[config.mk]
export PLATFORM = sky130hd
export DESIGN_NAME = sync_pattern_framer_flat
export DESIGN_NICKNAME = d
export VERILOG_FILES = /design/src/rtl/sync_pattern_framer_if.sv /design/src/rtl/sync_pattern_framer.sv /design/src/flat_wrapper.sv
export SDC_FILE = /design/constraint.sdc
export NUM_CORES = 1
export LEC_CHECK = 0
export BUFFER_PORTS_ARGS = -buffer_cell sky130_fd_sc_hd__buf_2
export CELL_PAD_IN_SITES_DETAIL_PLACEMENT = 0
export CELL_PAD_IN_SITES_GLOBAL_PLACEMENT = 2
export CORE_MARGIN = 2
export CORE_UTILIZATION = 37
export CTS_CLUSTER_DIAMETER = 40
export DETAILED_ROUTE_END_ITERATION = 12
export HOLD_SLACK_MARGIN = 0.02
export PLACE_DENSITY_LB_ADDON = 0.3
export SLEW_MARGIN = 5
export SYNTH_ARGS = -nofsm -noshare
export SYNTH_HDL_FRONTEND = slang
export SYNTH_SLANG_ARGS = --single-unit
[constraint.sdc]
create_clock -name CLK -period 2.5 [get_ports CLK]
set_input_delay 0 -clock CLK [delete_from_list [all_inputs] [get_ports CLK]]
set_output_delay 0 -clock CLK [all_outputs]
set_load 0.02 [all_outputs]
[src/rtl/sync_pattern_framer_if.sv]
// Handshake and serial-output bundle of the sync pattern framer.
// The master side requests frames and supplies payload words; the slave
// side (the framer) returns the serial stream and its status flags.
interface sync_pattern_framer_if #(
    parameter int C_DATA_WIDTH = 8
);
    logic                    START;
    logic [C_DATA_WIDTH-1:0] DIN;
    logic                    ND;
    logic                    RFD;
    logic                    DOUT;
    logic                    RDY;
    logic                    SOF;
    logic                    EOF;
    logic                    BUSY;
    logic                    UNDERRUN;

    modport master (
        output START, DIN, ND,
        input  RFD, DOUT, RDY, SOF, EOF, BUSY, UNDERRUN
    );

    modport slave (
        input  START, DIN, ND,
        output RFD, DOUT, RDY, SOF, EOF, BUSY, UNDERRUN
    );
endinterface

[src/rtl/sync_pattern_framer.sv]
// Transmit-side framer: on START it sends a fixed sync word MSB first, then
// serializes C_PAYLOAD_WORDS payload words, each LSB first. A serial detector
// shifting new bits into its LSB sees C_PATTERN on the last sync bit.
// One payload word is buffered; it can be prefetched during the sync phase,
// and an empty buffer is bypassed so continuous ND gives a gap-free stream.
module sync_pattern_framer #(
    parameter int                         C_PATTERN_WIDTH = 16,
    parameter logic [C_PATTERN_WIDTH-1:0] C_PATTERN       = 16'hF628,
    parameter int                         C_DATA_WIDTH    = 8,
    parameter int                         C_PAYLOAD_WORDS = 2,
    parameter logic                       C_IDLE_BIT      = 1'b0
) (
    input logic                   CLK,
    input logic                   ARESETN,
    sync_pattern_framer_if.slave  bus
);
    localparam int PIDX_W = $clog2(C_PATTERN_WIDTH);
    localparam int BCNT_W = $clog2(C_DATA_WIDTH + 1);
    localparam int WCNT_W = $clog2(C_PAYLOAD_WORDS + 1);

    localparam logic [PIDX_W-1:0] PIDX_ONE   = PIDX_W'(1);
    localparam logic [PIDX_W-1:0] PIDX_START = PIDX_W'(C_PATTERN_WIDTH - 2);
    localparam logic [BCNT_W-1:0] BCNT_ONE   = BCNT_W'(1);
    localparam logic [BCNT_W-1:0] BCNT_FULL  = BCNT_W'(C_DATA_WIDTH);
    localparam logic [BCNT_W-1:0] BCNT_BYP   = BCNT_W'(C_DATA_WIDTH - 1);
    localparam logic [WCNT_W-1:0] WCNT_ONE   = WCNT_W'(1);
    localparam logic [WCNT_W-1:0] WCNT_FULL  = WCNT_W'(C_PAYLOAD_WORDS);

    typedef enum logic [1:0] {
        ST_IDLE,
        ST_SYNC,
        ST_PAYLOAD
    } state_t;

    state_t                  state_q,      state_d;
    logic [PIDX_W-1:0]       pat_idx_q,    pat_idx_d;     // next sync bit to send
    logic [C_DATA_WIDTH-1:0] shreg_q,      shreg_d;       // buffered payload bits, LSB next
    logic [BCNT_W-1:0]       bitcnt_q,     bitcnt_d;      // bits held in shreg
    logic [WCNT_W-1:0]       words_left_q, words_left_d;  // words not yet accepted
    logic                    dout_q,       dout_d;
    logic                    rdy_q,        rdy_d;
    logic                    sof_q,        sof_d;
    logic                    eof_q,        eof_d;
    logic                    underrun_q,   underrun_d;

    logic rfd;
    logic take;

    // Ready-for-data is a pure decode of registered state, never of ND/DIN.
    always_comb begin
        rfd  = (state_q == ST_SYNC || state_q == ST_PAYLOAD) &&
               (bitcnt_q == '0) && (words_left_q != '0);
        take = bus.ND && rfd;
    end

    // Next-state and next-output decode for the IDLE -> SYNC -> PAYLOAD sequence.
    always_comb begin
        // NOTE: every variable gets a default before the case so no path
        // leaves one unassigned, which would otherwise infer a latch.
        state_d      = state_q;
        pat_idx_d    = pat_idx_q;
        shreg_d      = shreg_q;
        bitcnt_d     = bitcnt_q;
        words_left_d = words_left_q;
        dout_d       = C_IDLE_BIT;
        rdy_d        = 1'b0;
        sof_d        = 1'b0;
        eof_d        = 1'b0;
        underrun_d   = 1'b0;

        unique case (state_q)
            ST_IDLE: begin
                if (bus.START) begin
                    state_d      = ST_SYNC;
                    pat_idx_d    = PIDX_START;
                    shreg_d      = '0;
                    bitcnt_d     = '0;
                    words_left_d = WCNT_FULL;
                    dout_d       = C_PATTERN[C_PATTERN_WIDTH-1];
                    rdy_d        = 1'b1;
                    sof_d        = 1'b1;
                end
            end

            ST_SYNC: begin
                dout_d = C_PATTERN[pat_idx_q];
                rdy_d  = 1'b1;
                if (pat_idx_q == '0) begin
                    state_d = ST_PAYLOAD;
                end else begin
                    pat_idx_d = pat_idx_q - PIDX_ONE;
                end
                // Prefetch the first payload word while the sync word drains.
                if (take) begin
                    shreg_d      = bus.DIN;
                    bitcnt_d     = BCNT_FULL;
                    words_left_d = words_left_q - WCNT_ONE;
                end
            end

            ST_PAYLOAD: begin
                if (bitcnt_q != '0) begin
                    dout_d   = shreg_q[0];
                    shreg_d  = shreg_q >> 1;
                    bitcnt_d = bitcnt_q - BCNT_ONE;
                    rdy_d    = 1'b1;
                    if (words_left_q == '0 && bitcnt_q == BCNT_ONE) begin
                        eof_d   = 1'b1;
                        state_d = ST_IDLE;
                    end
                end else if (take) begin
                    // Buffer empty but a word is offered: send its LSB directly
                    // so there is no bubble between words.
                    dout_d       = bus.DIN[0];
                    shreg_d      = bus.DIN >> 1;
                    bitcnt_d     = BCNT_BYP;
                    words_left_d = words_left_q - WCNT_ONE;
                    rdy_d        = 1'b1;
                    if (words_left_q == WCNT_ONE && C_DATA_WIDTH == 1) begin
                        eof_d   = 1'b1;
                        state_d = ST_IDLE;
                    end
                end else begin
                    // Nothing to send: stall the frame without consuming a bit.
                    underrun_d = 1'b1;
                end
            end

            default: state_d = ST_IDLE;
        endcase
    end

    // State and output registers; reset abandons any frame in progress.
    always_ff @(posedge CLK or negedge ARESETN) begin
        if (!ARESETN) begin
            state_q      <= ST_IDLE;
            pat_idx_q    <= '0;
            shreg_q      <= '0;
            bitcnt_q     <= '0;
            words_left_q <= '0;
            dout_q       <= C_IDLE_BIT;
            rdy_q        <= 1'b0;
            sof_q        <= 1'b0;
            eof_q        <= 1'b0;
            underrun_q   <= 1'b0;
        end else begin
            // NOTE: non-blocking assignments so every register updates from
            // the same pre-edge values, independent of statement order.
            state_q      <= state_d;
            pat_idx_q    <= pat_idx_d;
            shreg_q      <= shreg_d;
            bitcnt_q     <= bitcnt_d;
            words_left_q <= words_left_d;
            dout_q       <= dout_d;
            rdy_q        <= rdy_d;
            sof_q        <= sof_d;
            eof_q        <= eof_d;
            underrun_q   <= underrun_d;
        end
    end

    assign bus.RFD      = rfd;
    assign bus.DOUT     = dout_q;
    assign bus.RDY      = rdy_q;
    assign bus.SOF      = sof_q;
    assign bus.EOF      = eof_q;
    assign bus.BUSY     = (state_q != ST_IDLE);
    assign bus.UNDERRUN = underrun_q;
endmodule
[src/flat_wrapper.sv]
// flat-port wrapper written by rule: the top's interface ports become plain ports
module sync_pattern_framer_flat 
#(
    parameter int                         C_PATTERN_WIDTH = 16,
    parameter logic [C_PATTERN_WIDTH-1:0] C_PATTERN       = 16'hF628,
    parameter int                         C_DATA_WIDTH    = 8,
    parameter int                         C_PAYLOAD_WORDS = 2,
    parameter logic                       C_IDLE_BIT      = 1'b0
)
  (CLK, ARESETN, bus_START, bus_DIN, bus_ND, bus_RFD, bus_DOUT, bus_RDY, bus_SOF, bus_EOF, bus_BUSY, bus_UNDERRUN);
  sync_pattern_framer_if #(.C_DATA_WIDTH(C_DATA_WIDTH)) bus_i ();
  input logic CLK;
  input logic ARESETN;
  input wire logic [$bits(bus_i.START)-1:0] bus_START;
  input wire logic [$bits(bus_i.DIN)-1:0] bus_DIN;
  input wire logic [$bits(bus_i.ND)-1:0] bus_ND;
  output wire logic [$bits(bus_i.RFD)-1:0] bus_RFD;
  output wire logic [$bits(bus_i.DOUT)-1:0] bus_DOUT;
  output wire logic [$bits(bus_i.RDY)-1:0] bus_RDY;
  output wire logic [$bits(bus_i.SOF)-1:0] bus_SOF;
  output wire logic [$bits(bus_i.EOF)-1:0] bus_EOF;
  output wire logic [$bits(bus_i.BUSY)-1:0] bus_BUSY;
  output wire logic [$bits(bus_i.UNDERRUN)-1:0] bus_UNDERRUN;
  assign bus_i.START = bus_START;
  assign bus_i.DIN = bus_DIN;
  assign bus_i.ND = bus_ND;
  assign bus_RFD = bus_i.RFD;
  assign bus_DOUT = bus_i.DOUT;
  assign bus_RDY = bus_i.RDY;
  assign bus_SOF = bus_i.SOF;
  assign bus_EOF = bus_i.EOF;
  assign bus_BUSY = bus_i.BUSY;
  assign bus_UNDERRUN = bus_i.UNDERRUN;
  sync_pattern_framer #(.C_PATTERN_WIDTH(C_PATTERN_WIDTH), .C_PATTERN(C_PATTERN), .C_DATA_WIDTH(C_DATA_WIDTH), .C_PAYLOAD_WORDS(C_PAYLOAD_WORDS), .C_IDLE_BIT(C_IDLE_BIT)) u_core (.CLK(CLK), .ARESETN(ARESETN), .bus(bus_i));
endmodule
* Word level (Yosys, flattened, before mapping)
Memory sizes are Yosys's and may differ from the RTL's.
Index checks and enable logic that the tools add are counted.
** Word-level totals
- Register bits after elaboration :: 25
- ROM bits :: 16
- Bits of input ports :: 12
- Output and inout bits :: 7
- Logic and storage cells :: 81
- Memories :: 1
** Operators by class
- $add $sub $neg :: 3
- Order comparisons :: 1
- Equal/unequal tests :: 11
- Muxes and demuxes :: 37
- Reductions and logical operators :: 18
** Memories
- (no name shown) :: depth 16, bits a word 1, rd ports 1, clocked after Yosys merged registers in 0, write ports 0, RTL line sync_pattern_framer.sv:86 : dout_d = C_PATTERN[pat_idx_q];
** Operator list (count)
- $mux W8 :: 4
- $mux W4 :: 6
- $pmux W8 S3 :: 1
- $mux W2 :: 7
- $mux W1 :: 13
- $ne A2 B2 Y1 const B :: 6
- $pmux W2 S3 :: 2
- $pmux W4 S3 :: 1
- $logic_not A4 Y1 :: 2
- $pmux W4 S2 :: 1
- $reduce_and A4 Y1 :: 2
- $sub A4 B1 Y4 const B :: 2
- $pmux W1 S3 :: 2
- $reduce_and A3 Y1 :: 2
- $reduce_bool A2 Y1 :: 3
- $lt A4 B5 Y1 const B :: 1
- $eq A4 B1 Y1 const B :: 1
- $logic_and A1 B1 Y1 :: 4
- $logic_not A2 Y1 :: 2
- $reduce_bool A4 Y1 :: 1
- $ne A3 B2 Y1 const B :: 1
- $reduce_bool A3 Y1 :: 1
- $eq A2 B1 Y1 const B :: 1
- $eq A2 B2 Y1 const B :: 1
- 3 further kinds :: 3

* Longest topological paths before layout
Gate-level depths: netlist of the first run.
- Depth after elaboration :: 8
- Gate-level depth with buffers :: 8
- Mapped depth without buffers :: 6

* Worst setup path after synthesis of the first run
No wires, ideal clock.
- Kind :: register to register
- Start :: register u_core.state_q[0]
- End :: register u_core.bitcnt_q[0]
- Library setup time :: 0.125 ns
- Data arrival time :: 1.783 ns
- Required time :: 2.375 ns
- Slack :: 0.592 ns
- Stages on the path, launching flop included :: 8
- Buffers on the path :: 1
- Period minus slack after synthesis :: 1.908 ns
- Path through :: dfrtp_1 inv_1 ha_1 nor2b_1 a32o_2 nand2_2 buf_6 mux2_4
** On the way
- Word-level cells in the longest chain between the ends :: 7
- Elaborated cells on any way between the ends :: 13
- Classes of those cells :: 5 x eq/ne; 1 x mux; 7 x reduce/logical
** RTL lines
- start, declared :: RTL line sync_pattern_framer.sv:35 : state_t state_q, state_d;
- start signal, assigned :: RTL line sync_pattern_framer.sv:149 : state_q <= state_d;
- $eq A2 B1 Y1 or $eq A2 B2 Y1 (tied branches) :: RTL line sync_pattern_framer.sv:51, sync_pattern_framer.sv:71
- $logic_or A1 B1 Y1 :: RTL line sync_pattern_framer.sv:51 : rfd = (state_q == ST_SYNC || state_q == ST_PAYLOAD) &&
- $logic_and A1 B1 Y1 :: RTL line sync_pattern_framer.sv:51
- $logic_and A1 B1 Y1 :: RTL line sync_pattern_framer.sv:52 : (bitcnt_q == '0) && (words_left_q != '0);
- $logic_and A1 B1 Y1 :: RTL line sync_pattern_framer.sv:53 : take = bus.ND && rfd;
- $ne A3 B2 Y1 (no line) or $ne A2 B1 Y1 (tied branches)
- $reduce_and A4 Y1 (no line)
- end signal, assigned :: RTL line sync_pattern_framer.sv:152 : bitcnt_q <= bitcnt_d;
- end, declared :: RTL line sync_pattern_framer.sv:38 : logic [BCNT_W-1:0] bitcnt_q, bitcnt_d;
Parallel ways exist; a longest one is shown, timed or not.
A chain may end at the register's enable or synchronous reset.

* Worst setup path in the final report of the first run
- Start :: register u_core.state_q[0]
- End :: register u_core.shreg_q[0]
** On the way
- Word-level cells in the longest chain between the ends :: 7
- Elaborated cells on any way between the ends :: 13
- Classes of those cells :: 5 x eq/ne; 1 x mux; 7 x reduce/logical
** RTL lines
- $eq A2 B1 Y1 or $eq A2 B2 Y1 (tied branches) :: RTL line sync_pattern_framer.sv:51, sync_pattern_framer.sv:71
- $logic_or A1 B1 Y1 :: RTL line sync_pattern_framer.sv:51
- $logic_and A1 B1 Y1 :: RTL line sync_pattern_framer.sv:51
- $logic_and A1 B1 Y1 :: RTL line sync_pattern_framer.sv:52
- $logic_and A1 B1 Y1 :: RTL line sync_pattern_framer.sv:53
- $ne A3 B2 Y1 (no line) or $ne A2 B1 Y1 (tied branches)
- $reduce_and A4 Y1 (no line)
- end signal, assigned :: RTL line sync_pattern_framer.sv:151 : shreg_q <= shreg_d;
- end, declared :: RTL line sync_pattern_framer.sv:37 : logic [C_DATA_WIDTH-1:0] shreg_q, shreg_d;
Parallel ways exist; a longest one is shown, timed or not.

==> results of run 1 <==
-- sequential cells by signal, summed over array words and instances (netlist names) --
name / count
u_core.bus.RDY: 1
u_core.bus.SOF: 1
u_core.bitcnt_q: 4
u_core.shreg_q: 8
u_core.bus.DOUT: 1
u_core.pat_idx_q: 4
u_core.bus.EOF: 1
u_core.bus.UNDERRUN: 1
u_core.words_left_q: 2
u_core.state_q: 2
-- per-layer routing --
metal,global-route usage,vias up,wire (µm),part of all wire
met3,0.0214,6,83,0.023
met2,0.248,22,1640,0.46
met4,0.0587,0,64,0.018
met5,0,-,0,0
met1,0.208,620,1760,0.50
li1,-,631,-,-
-- what timing repair did --
action                                 in CTS  in global routing
setup buffers                               0                  0
endpoints found under the hold margin      27                  0
hold buffers                                3                  0
-- power breakdown --
part	total (µW)	switching [µW]	internal, µW
clock network	244	133	111
logic	1520	837	678
registers	702	131	571
total	2460	1100	1360
-- through the flow --
| stage | hold WS, ns | area [µm²] | instances | util |
|---|---|---|---|---|
| 6_report | 0.0876 | 1850 | 239 | 0.427 |
| 5_1_grt | 0.0970 | 1850 | 239 | 0.427 |
| 2_1_floorplan | -0.296 | 1640 | 166 | - |
| 4_1_cts | 0.0780 | 1850 | 239 | 0.427 |
| 3_5_place_dp | 0.0375 | 1770 | 232 | 0.409 |
| 3_3_place_gp | 0.0340 | 1770 | 232 | 0.409 |
-- cell type report --
| type | count | area share |
|---|---|---|
| clock buffers | 3 | 0.0224 |
| clock inverters | 1 | 0.00271 |
| inverters | 11 | 0.0224 |
| flip-flops and latches | 25 | 0.339 |
| multi-input cells | 122 | 0.497 |
| repair buffers | 25 | 0.0813 |
| well taps | 52 | 0.0352 |
-- worst paths after layout --
| path | cells after the start | slack, ns | startpoint | endpoint |
|---|---|---|---|---|
| max reg2reg | 6 | 0.32 | u_core.state_q[0] | u_core.shreg_q[0] |
| min reg2reg | 1 | 0.52 | u_core.shreg_q[1] | u_core.shreg_q[1] |
| max in group asynchronous | 2 | 1.87 | ARESETN | u_core.shreg_q[5] |
| min | 4 | 0.09 | bus_DIN[3] | u_core.shreg_q[3] |
| min in group asynchronous | 2 | 0.26 | ARESETN | u_core.words_left_q[1] |
| max | 6 | 0.32 | u_core.state_q[0] | u_core.shreg_q[0] |
-- critical path, stage by stage, from the launching register on --
cell and delay [ns]:
dfrtp_1 0.42, inv_1 0.11, ha_1 0.38, nor2b_1 0.19, a32o_2 0.30, nand2_2 0.29, mux2_2 0.38
-- cell families after synthesis --
family / count (synthesis) / synth area share
adder cells (fa/ha/maj): 12 / 0.0913
AND/OR/NAND/NOR: 51 / 0.173
multiplexers: 22 / 0.159
AO/OA/AOI/OAI: 37 / 0.135
flip-flops: 25 / 0.381
buffers and inverters: 19 / 0.0609
-- cell usage after synthesis (all sizes together) (2+ instances only) --
master | n | share of area
dfrtp | 25 | 0.38
o21ai | 17 | 0.052
nand2 | 16 | 0.038
ha | 12 | 0.091
mux2 | 12 | 0.098
inv | 11 | 0.025
mux2i | 10 | 0.061
a21oi | 9 | 0.027
buf | 6 | 0.031
nor2 | 6 | 0.014
and3 | 5 | 0.019
nand3 | 5 | 0.015
and2 | 3 | 0.011
nor3 | 3 | 0.0091
a31oi | 2 | 0.0076
clkbuf | 2 | 0.0046
nand4 | 2 | 0.0076
nand4bb | 2 | 0.014
nor2b | 2 | 0.0076
o211ai | 2 | 0.0091
o2bb2ai | 2 | 0.011
or3b | 2 | 0.011
==> metrics, run 1 <==
Worst-Skew Late Latency=0.27 ns; Final Max Tran Viols=0; CP max FO=12; via count=~1300; Worst-Margin Slew=about 0.57 ns; routed length per instance=approximately 15 µm; hpwl dp=2.61 mm; most frequent cells in the layout=25 x dfrtp_1, 18 x buf_2, 15 x nand2_1, 12 x ha_1, 11 x inv_1; max_cap viols=0; startpoint types=flip-flop; Die ar.=around 5000 µm²; Nets=212; CTS H-tree depth=1; Ports=19; Die Y=between 70 and 80 µm; post_cts resized=0; wirelength, routed=3.54 mm; Synth cell types=39; Initial Util=0.380; Ys Warns=0; total power=roughly 2500 µW; commonest non-fill, non-tap cell in the layout=dfrtp_1; vias in the first global route=1294; period utilization=0.870; setup tns final=0 ns; area of the multi-input gates=between 900 and 1000 µm²; Hold Path Class=primary input to flip-flop; status=complete, no violations; Filler Cell Count=between 400 and 500; Seq cells post-synth=25; CTS Buffer Depth=2; first-pass GRT wire length=6.28 mm; Post-Syn Nets=190; width of the die=between 70 and 80 µm; CTS tree=done; Avg Inst Size Synth=around 10 µm²; max_slew headroom=0.619; crit path time final=about 2.2 ns; Synth async-reset ratio=1.00; gp weighted congestion=0.755; initial drt markers=60; Synth Instances=roughly 170; CP required=around 2.7 ns; Synth Flop Type=dfrtp_1; remaining global-route overflow=0; Critical Path AT=approximately 2.3 ns; final worst slack=0.324 ns; Max VDD drop=0.000598 V; clk_skew=0.00196 ns; IO buf count=18; initial antenna violation count=0; CTS Root Cell=clkbuf_8; GRT Overall Usage=0.153; Register Area=around 630 µm²; Pre-antenna DRT Iters=4; largest net degree at the start of global routing=26; final setup violation count=0; post-synthesis sequential area ratio=0.381; Worst-path clk slew=approximately 0.090 ns; Area growth, synth to finish=12.3%; RSZ-0062 raised after global routing=no; clock sinks=25; PwrDens=1330 nW/µm²; Setup CP Type=flip-flop to flip-flop; cell area after synthesis=~1600 µm²; share of layout cells above drive strength 1=0.209; Core Rows=24; Setup WS pre-CTS=between 0.3 and 0.4 ns; EDFF count, synth=0; Achievable Freq=around 460 MHz; Post-DRT Antenna Nets=0; LEAKAGE=0.000876 µW; crit path capture type=flip-flop; vias per std cell=~5.4; Final Hold Vio Count=0; Ant. Diodes=0; DRC=0; total core area=approximately 4300 µm²; clock buffer count from CTS=3
(Power assumes the default switching activity.)
==> run 2: changes to the inputs <==
- RECOVER_POWER: not set -> 50
==> metrics, run 2 (synthesis results as in run 1) <==
status=complete, no violations; clock sinks=25 (unchanged); first-pass GRT wire length=6.28 mm (unchanged); CTS H-tree depth=1 (unchanged); largest net degree at the start of global routing=26 (unchanged); max_slew headroom=0.0814 (-0.538); Ant. Diodes=0 (unchanged); DRC=0 (unchanged); via count=1278 (-0.078%); Area growth, synth to finish=12.0%; CP required=2.66 ns (about the same); Initial Util=0.380 (unchanged); CTS Buffer Depth=2 (unchanged); commonest non-fill, non-tap cell in the layout=dfrtp_1; Worst-Skew Late Latency=0.27 ns (about the same); vias per std cell=5.35 (about the same); met2 WL post-DR=1.65 mm (+0.80%); clk_skew=0.00179 ns (-0.000167 ns); routed length per instance=14.9 µm (+0.34%); Worst-path clk slew=0.09 ns (about the same); RSZ-0062 raised after global routing=no; width of the die=70.7 µm (unchanged); max FFs per register=8 (unchanged); Pre-antenna DRT Iters=4 (unchanged); share of layout cells above drive strength 1=0.187 (-0.0214); Die Y=70.7 µm (unchanged); Die ar.=4990 µm² (unchanged); PwrDens=1330 nW/µm² (+0.12%); met3 wire len=82 µm (-1.2%); max_cap viols=0 (unchanged); top layer in use=met4; final setup violation count=0 (unchanged); initial drt markers=69 (+15%); CTS Root Cell=clkbuf_8; LEAKAGE=0.000862 µW (-1.6%); period utilization=0.872 (+0.00140); top flop regs=u_core.shreg_q (8), u_core.bitcnt_q (4), u_core.pat_idx_q (4); Core Rows=24 (unchanged); Final Max Tran Viols=0 (unchanged); CP max-delay cell=dfrtp_1; Setup CP Type=flip-flop to flip-flop; setup tns final=0 ns (unchanged); startpoint types=flip-flop; IO buf count=18 (unchanged); Achievable Freq=459 MHz (-0.16%); total core area=4320 µm² (unchanged); remaining global-route overflow=0 (unchanged); Max VDD drop=0.000596 V (-0.20%); Post-DRT Antenna Nets=0 (unchanged); wirelength, routed=3.55 mm (+0.34%); most frequent cells in the layout=25 x dfrtp_1, 15 x nand2_1, 14 x buf_2, 12 x ha_1, 11 x inv_1; vias in the first global route=1294 (unchanged); crit path time final=2.18 ns (+0.00349 ns); largest register by flop count=u_core.shreg_q; Ports=19 (unchanged); met1 wire length=1.76 mm (about the same); GRT Overall Usage=0.153 (unchanged); Nets=212 (unchanged); clock buffer count from CTS=3 (unchanged); CTS tree=done; Hold Path Class=primary input to flip-flop; hpwl dp=2.61 mm (unchanged); Critical Path AT=2.34 ns (about the same); total setup buffers inserted after CTS=0 (unchanged); slowest cell delay on critical path=0.42 ns (about the same); gp weighted congestion=0.755 (unchanged); initial antenna violation count=0 (unchanged); final core utilization=0.426 (-0.00116); Worst-Margin Slew=1.38 ns (+0.807 ns); CP max FO=12 (unchanged); Final Hold Vio Count=0 (unchanged); crit path capture type=flip-flop; crit-path cells=inv_1 -> ha_1 -> nor2b_1 -> a32o_2 -> nand2_2 -> mux2_2
==> run 2: worst paths after layout <==
kind	start	endpoint	slack, ns	depth (start not counted)
hold reg to reg	u_core.shreg_q[1]	u_core.shreg_q[1]	0.52	1
hold / removal	bus_DIN[3]	u_core.shreg_q[3]	0.09	4
setup / recovery	u_core.state_q[0]	u_core.shreg_q[0]	0.32	6
min in group asynchronous	ARESETN	u_core.bus.UNDERRUN	0.57	2
max in group asynchronous	ARESETN	u_core.pat_idx_q[2]	1.12	2
setup reg to reg	u_core.state_q[0]	u_core.shreg_q[0]	0.32	6
==> run 2: per-layer routing <==
layer / track usage / vias to the layer above
met5: 0 / -
met4: 0.0587 / 0
met3: 0.0214 / 6
met2: 0.248 / 20
met1: 0.208 / 620
li1: - / 632
==> run 2: layout make-up <==
class | count | area [µm²]
Fill cell | 442 | 2480
Sequential cell | 25 | 626
Multi-Input combinational cell | 122 | 918
Clock buffer | 3 | 41.3
Inverter | 11 | 41.3
Tap cell | 52 | 65.1
Clock inverter | 1 | 5.00
Timing Repair Buffer | 25 | 145
==> run 2: power breakdown <==
part	internal (µW)	switching (µW)	leakage [µW]
clock	111	133	0.0000255
combinational	674	837	0.000519
sequential	571	132	0.000317
total	1360	1100	0.000862
==> run 2: metrics by stage <==
| step | hold WS [ns] | instances | setup slack, ns | cell area, µm² | power [µW] |
|---|---|---|---|---|---|
| global route | 0.0970 | 239 | 0.198 | 1840 | 2680 |
| global placement | 0.0340 | 232 | 0.352 | 1770 | 2200 |
| CTS | 0.0780 | 239 | 0.318 | 1850 | 2490 |
| finish | 0.0878 | 239 | 0.321 | 1840 | 2460 |
| floorplan | -0.296 | 166 | 0.592 | 1640 | 1920 |
| detailed placement | 0.0375 | 232 | 0.323 | 1770 | 2230 |
==> run 2: what timing repair did <==
action	in CTS	in global routing
hold buffers	3	0
resized for setup	0	0
hold endpoints to repair	27	0
==> run 2: worst max-delay path, delay by kind of cell, from the launching register on <==
kind	cells	cell delay, ns
compound gates	1	0.30
fa+ha+maj	1	0.39
buf+inv	1	0.11
flops	1	0.42
mux	1	0.38
simple gates	2	0.48
